`src/rtl/seg_scan4.sv`:
```
`default_nettype none
// ============================================================================
//  Module      : seg_scan4
//  Description : Four-digit seven-segment scan driver. Uses the divider tap
//                bus clk_480 as a synchronous scan phase, latches a BCD frame
//                at each 7->0 wrap, applies optional leading-zero blanking and
//                drives active-low anodes, segments and decimal point with a
//                blanking slot in front of every digit.
//  Revision    : 1.0  initial release
// ============================================================================
module seg_scan4 (
    input  logic        clk,
    input  logic        rst,
    input  logic [2:0]  clk_480,
    input  logic [15:0] bcd,
    input  logic [3:0]  dp_in,
    input  logic        lz_en,
    output logic [3:0]  an,
    output logic [6:0]  seg,
    output logic        dp,
    output logic        frame_tick
);

    localparam logic [3:0] c_AN_OFF    = 4'b1111;
    localparam logic [6:0] c_SEG_OFF   = 7'h7F;
    localparam logic [6:0] c_SEG_DASH  = 7'h3F;
    localparam logic [2:0] c_SCAN_LAST = 3'b111;
    localparam logic [2:0] c_SCAN_FIRST = 3'b000;

    // Two-stage scan history: scan_cur_q is the current scan phase,
    // scan_prev_q the one before it; together they detect the frame wrap.
    logic [2:0]  scan_cur_q;
    logic [2:0]  scan_prev_q;
    logic [15:0] frame_q;
    logic [3:0]  dp_frame_q;
    logic [3:0]  an_q;
    logic [6:0]  seg_q;
    logic        dp_q;
    logic        tick_q;

    logic [3:0]  an_d;
    logic [6:0]  seg_d;
    logic        dp_d;

    logic        w_wrap;
    logic [1:0]  w_slot;
    logic        w_phase;
    logic [3:0]  w_digit;
    logic [3:0]  w_zero;
    logic [3:0]  w_blank;

    // Active-low {g,f,e,d,c,b,a}; codes 10..15 show a dash.
    function automatic logic [6:0] decode(input logic [3:0] d);
        logic [6:0] s;
        case (d)
            4'd0:    s = 7'h40;
            4'd1:    s = 7'h79;
            4'd2:    s = 7'h24;
            4'd3:    s = 7'h30;
            4'd4:    s = 7'h19;
            4'd5:    s = 7'h12;
            4'd6:    s = 7'h02;
            4'd7:    s = 7'h78;
            4'd8:    s = 7'h00;
            4'd9:    s = 7'h10;
            default: s = c_SEG_DASH;
        endcase
        return s;
    endfunction

    assign w_wrap  = (scan_prev_q == c_SCAN_LAST) && (scan_cur_q == c_SCAN_FIRST);
    assign w_slot  = scan_cur_q[2:1];
    assign w_phase = scan_cur_q[0];
    assign w_digit = frame_q[{w_slot, 2'b00} +: 4];

    // Per-digit zero flags; an invalid code is nonzero so it is never blanked.
    genvar k;
    generate
        for (k = 0; k < 4; k = k + 1) begin : g_zero
            assign w_zero[k] = (frame_q[4*k +: 4] == 4'd0);
        end
    endgenerate

    // A digit is blanked only if it and every digit above it are zero.
    assign w_blank[3] = lz_en & w_zero[3];
    assign w_blank[2] = lz_en & w_zero[3] & w_zero[2];
    assign w_blank[1] = lz_en & w_zero[3] & w_zero[2] & w_zero[1];
    assign w_blank[0] = 1'b0;

    // Next display drive: blank in phase 0 or for a suppressed digit.
    always_comb begin
        an_d  = c_AN_OFF;
        seg_d = c_SEG_OFF;
        dp_d  = 1'b1;
        if (w_phase && !w_blank[w_slot]) begin
            an_d  = ~(4'b0001 << w_slot);
            seg_d = decode(w_digit);
            dp_d  = ~dp_frame_q[w_slot];
        end
    end

    // Scan history, frame latch on wrap and registered display outputs.
    always_ff @(posedge clk) begin
        if (rst) begin
            scan_cur_q  <= 3'd0;
            scan_prev_q <= 3'd0;
            frame_q     <= 16'h0000;
            dp_frame_q  <= 4'd0;
            an_q        <= c_AN_OFF;
            seg_q       <= c_SEG_OFF;
            dp_q        <= 1'b1;
            tick_q      <= 1'b0;
        end else begin
            scan_cur_q  <= clk_480;
            scan_prev_q <= scan_cur_q;
            an_q        <= an_d;
            seg_q       <= seg_d;
            dp_q        <= dp_d;
            tick_q      <= w_wrap;
            if (w_wrap) begin
                frame_q    <= bcd;
                dp_frame_q <= dp_in;
            end
        end
    end

    assign an         = an_q;
    assign seg        = seg_q;
    assign dp         = dp_q;
    assign frame_tick = tick_q;

endmodule
`default_nettype wire

```
`config.mk`:
```
export PLATFORM = sky130hd
export DESIGN_NAME = seg_scan4
export DESIGN_NICKNAME = d
export VERILOG_FILES = /design/src/rtl/seg_scan4.sv
export SDC_FILE = /design/constraint.sdc
export NUM_CORES = 1
export LEC_CHECK = 0
export CAP_MARGIN = 20
export CORE_MARGIN = 2
export CORE_UTILIZATION = 40
export CTS_BUF_LIST = sky130_fd_sc_hd__clkbuf_16
export DETAILED_ROUTE_END_ITERATION = 7
export GPL_TIMING_DRIVEN = 0
export PLACE_DENSITY_LB_ADDON = 0.3
export REMOVE_ABC_BUFFERS = 1
export SLEW_MARGIN = 20
export SYNTH_ARGS = -nofsm -noshare
export SYNTH_HDL_FRONTEND = slang
export SYNTH_SLANG_ARGS = --single-unit
```
`constraint.sdc`:
```
create_clock -name clk -period 4.9 [get_ports clk]
set_input_delay 0.49 -clock clk [delete_from_list [all_inputs] [get_ports clk]]
set_output_delay 0.49 -clock clk [all_outputs]
set_load 0.02 [all_outputs]
```
After elaboration in Yosys (flattened, before gate mapping)
Memory sizes are Yosys's and may differ from the RTL's. A register that Yosys moved wholly into a read port is not among the register bits.
Cells that the tools add are included.
W data, S select, Z words.
- latch bits: 0
- register bits: 32
- RAM bits: 0
- memories: 1
- bits of input ports: 26
- memory bits (read-only): 112
- output and inout port bits: 13
- memory list (memory ; depth ; width ; rd ports ; clocked after memory_dff ; wr ports ; line ; source):
    (no name shown) ; 16 ; 7 ; 1 ; 1 ; 0 ; 55 ; case (d)
- reduce and logical (&&, ||, !) cells: 8
- eq/ne operators: 1
- div/mod/pow operators: 0
- shift-type cells: 2
- magnitude comparators: 1
- add/subtract/negate cells: 0
- bitwise gates (word level): 6
- multipliers: 0
- muxes and demuxes: 4
- operators by type and width (kind ; number):
    $shiftx A16 B5 Y4 ; 1
    $logic_not A4 Y1 ; 3
    $bmux W1 S2 ; 2
    $not A4 Y4 ; 1
    $shl A1 B2 Y4 const A ; 1
    $and A1 B1 Y1 ; 3
    $eq A3 B3 Y1 const B ; 1
    $logic_not A3 Y1 ; 1
    $lt A2 B3 Y1 const B ; 1
    $logic_and A1 B1 Y1 ; 2
    $mux W1 ; 2
    $not A1 Y1 ; 2
    $reduce_or A2 Y1 ; 1
    $logic_not A1 Y1 ; 1

Logic depth before layout (Yosys ltp)
- word-level depth: 10
- depth in mapped cells: 8
- gate-level depth less buffers: 7

Worst setup path after synthesis
OpenSTA, ideal clock, no wires.
- path kind: flip-flop to flip-flop
- start point: register scan_cur_q[1]
- end point: register seg_q[0], in the netlist seg[0]
- stages on the path, launching flop included: 7
- data arrival time: 1672 ps
- period minus slack after synthesis: 1808 ps
- setup slack: 3092 ps
- buffers on the path: 1
- setup time: 136 ps
- cells stage by stage: dfxtp_1 buf_6 mux4_1 ha_1 mux2_4 o21ai_1 nand3_1
- longest elaborated chain between the ends: 6
- elaborated cells between the ends (all ways): 7
- ends and longest elaborated chain (item ; line ; source):
    start, declared ; 32 ; logic [2:0] scan_cur_q;
    start signal, assigned ; 114 ; scan_cur_q <= clk_480;
    $bmux W1 S2 ; 95 ; if (w_phase && !w_blank[w_slot]) begin
    $mux W1 (not written as such) ; 95 ;
    $logic_not A1 Y1 ; 95 ;
    $logic_and A1 B1 Y1 ; 95 ;
    $not A1 Y1 (no source line) ; n/a ;
    $reduce_or A2 Y1 (no source line) ; n/a ;
    end, declared ; 37 ; logic [6:0] seg_q;
Parallel ways exist; a longest one is shown, timed or not. The select of a mux whose other input is x is not followed.
A chain may end at the register's enable or synchronous reset.

Worst setup path in the final report
- start point: input port rst
- end point: register seg_q[1], in the netlist seg[1]
- longest elaborated chain between the ends: 1
- ends and longest elaborated chain (item ; line ; source):
    start, declared ; 13 ; input logic rst,
    $reduce_or A2 Y1 (no source line) ; n/a ;
No other way between the ends.

==> impl_metrics.toml <==
[flow_run]
cap_violations = 0

[worst_setup_path]
cp.arrival_ps = 2430
cp_data_required_time_ps = 5030
reg2regPathDepth = 5
critPathMaxStageDelay_ps = 900
critPathMaxFanout = 27
worstSetupPathType = "input pin to flip-flop"
critPathLaunch = "rst"
cp_slowest_cell = "clkdlybuf4s50_1"
crit_path_end_kind = "flip-flop"
crit_path_start_kind = "input pin"
crit_chain = "clkdlybuf4s50_1 -> nor2b_1 -> o211ai_1"
r2r-start = "scan_cur_q[1]"

[global_route]
grt_pass1_wl_um = 5200
grt_usage_pct = 15.9
antenna_found_initial = 0
grt_pass1_vias = 1218
grt_overflow = 0
grt_max_degree = 28

[clocking]
htreeDepth = 2
cts.reportedPaths.clkPinSlew_ps = 60
cts.sinks = 39
cts_hold_buf = 0
post_cts_buffers = 0
cts-root-buf = "clkbuf_16"
cts_tree = "yes"
clk_latency_ps = 280
cts-buffers-inserted = 5
postCtsResizedCells = 0
clk_path_buf_depth = 2

[timing]
setup_violations = 0
finalMaxSlewViolations = 0
post-route-min-period_ps = 2300
clock.fmax_mhz = 434
worst_pin_slew_ps = 939
period_share_pct = 47.0
setup_slack_ps = 2600
tns_ps = 0
relSlewSlack_pct = 37.2
hold_viol_final = 0
rsz0062_at_grt = "no"
clock_skew_ps = 6.88

[power]
p_leak_nw = 0.783
power_density_nw_per_um2 = 314
max-vdd-ir-drop_mv = 0.162
finalPower_w = 0.000674

[floorplan]
core_um2 = 3740
placementRows = 22
initial_core_util_pct = 42.7
die_area_um2 = 4520
die_w_um = 67.3
io-pin-count = 39
dieHeight_um = 67.3

[worst_hold_path]
min_path_cells = 2
min_path_type = "flip-flop to flip-flop"
hp-start = "frame_q[3]"

[cells_and_area]
antenna_cells = 0
nNetsFinal = 219
drive_gt1_share_pct = 8.47
areaGrowthSynthToFinish_pct = 34.3

[place]
place_congestion = 0.920
hpwl_um = 2250
dp_slack_ps = 2270
portBuffers = 38

[routing]
vias = 1193
drt-total-wl_um = 3030
m1WireLength_um = 1360
initialDrtViolationCount = 53
wl_per_cell_um = 12.8
dr.max_layer_used = "met4"
met3_length_um = 170
vias_per_cell = 5.03
wl_met2_um = 1420
route.detailed.drc = 0
first_pass_iters = 4
postRouteAntennaNets = 0

[synthesis]
ys_warn_count = 0
synthFlopType = "dfxtp_1"
synth_area_um2 = 1600
synth_most_common_cell = "dfxtp_1"
synth_seq_cells = 39
yosys.area.top_type = "dfxtp_1"
yosysTopAreaCellShare_pct = 48.8
syn_avg_cell_area_um2 = 10.6
synth-edff-count = 0
async_reset_ff_share_pct = 0
syn_inst = 151
ys_types = 25
synthTopCellsByArea = "dfxtp_1, mux2i_1, nor2_1"
seq_area_frac_synth_pct = 48.8
synthTopCellsByCount = "dfxtp_1, nor2_1, mux2i_1"

[outcome]
status = "finished, final reports clean"
[sequential cells by signal (all words and copies together) (netlist names)]
name / cells
frame_q: 16
seg: 7
scan_prev_q: 3
dp: 1
scan_cur_q: 3
frame_tick: 1
an: 4
dp_frame_q: 4
[kinds of logic after synthesis]
kind of cell             synth area share [%]
flip-flops                               48.8
multiplexers                             22.2
AND/OR/NAND/NOR                          15.2
buffers and inverters                    5.08
adder cells (fa/ha/maj)                  3.91
AO/OA/AOI/OAI                            4.85
[path summary, 6_finish.rpt]
kind / to / slack, ps
hold / removal: frame_q[3] / 490
hold reg to reg: frame_q[3] / 490
setup reg to reg: seg[0] / 2600
setup / recovery: seg[1] / 2600
[layout by cell type (no fill, tap or decap), types with 2 or more instances in the layout]
cell type        count
nand4b_1             3
nand3_1              6
buf_4                3
clkdlybuf4s50_1     38
clkbuf_16            5
a21oi_1              2
dfxtp_1             39
mux4_2               3
nand2_1              3
nor2b_1              6
a21o_1               2
o21ai_0              5
clkinv_2             3
mux2i_1             22
mux4_1               2
ha_1                 5
inv_1                6
nor4_1               4
o211ai_1             3
nor2_1              23
[layer usage]
layer / vias up / GRT usage (%)
met4: 0 / 10.7
met5: - / 0
met1: 557 / 17.8
met3: 8 / 5.17
li1: 594 / -
met2: 34 / 25.9
[power breakdown]
part,internal [W],switching (W)
Sequential,0.000322,0.00000475
Combinational,0.0000263,0.0000142
Clock,0.000185,0.000122
Total,0.000534,0.000141
[critical path: cells and delay by family]
kind                   cells  cell delay [ps]
buffers and inverters      1              900
AND/OR/NAND/NOR            1              840
AO/OA/AOI/OAI              1              190
[layout make-up]
cell class,count,area [um^2]
multi-input combinational,95,743
clock buffer,5,125
clock inverter,3,15.0
inverter,6,22.5
timing repair buffer,41,403
fill,341,1590
sequential,39,781
tap,48,60.1
[per-stage QoR]
step	cells	hold slack (ps)	util [%]	instance area (um^2)
detailed placement	229	485	53.7	2010
floorplan	140	452	-	1540
global route	237	519	57.4	2150
global placement	226	467	52.9	1980
CTS	237	498	57.4	2150
finish	237	493	57.4	2150
Note: power is estimated with default switching activity, not from simulation.
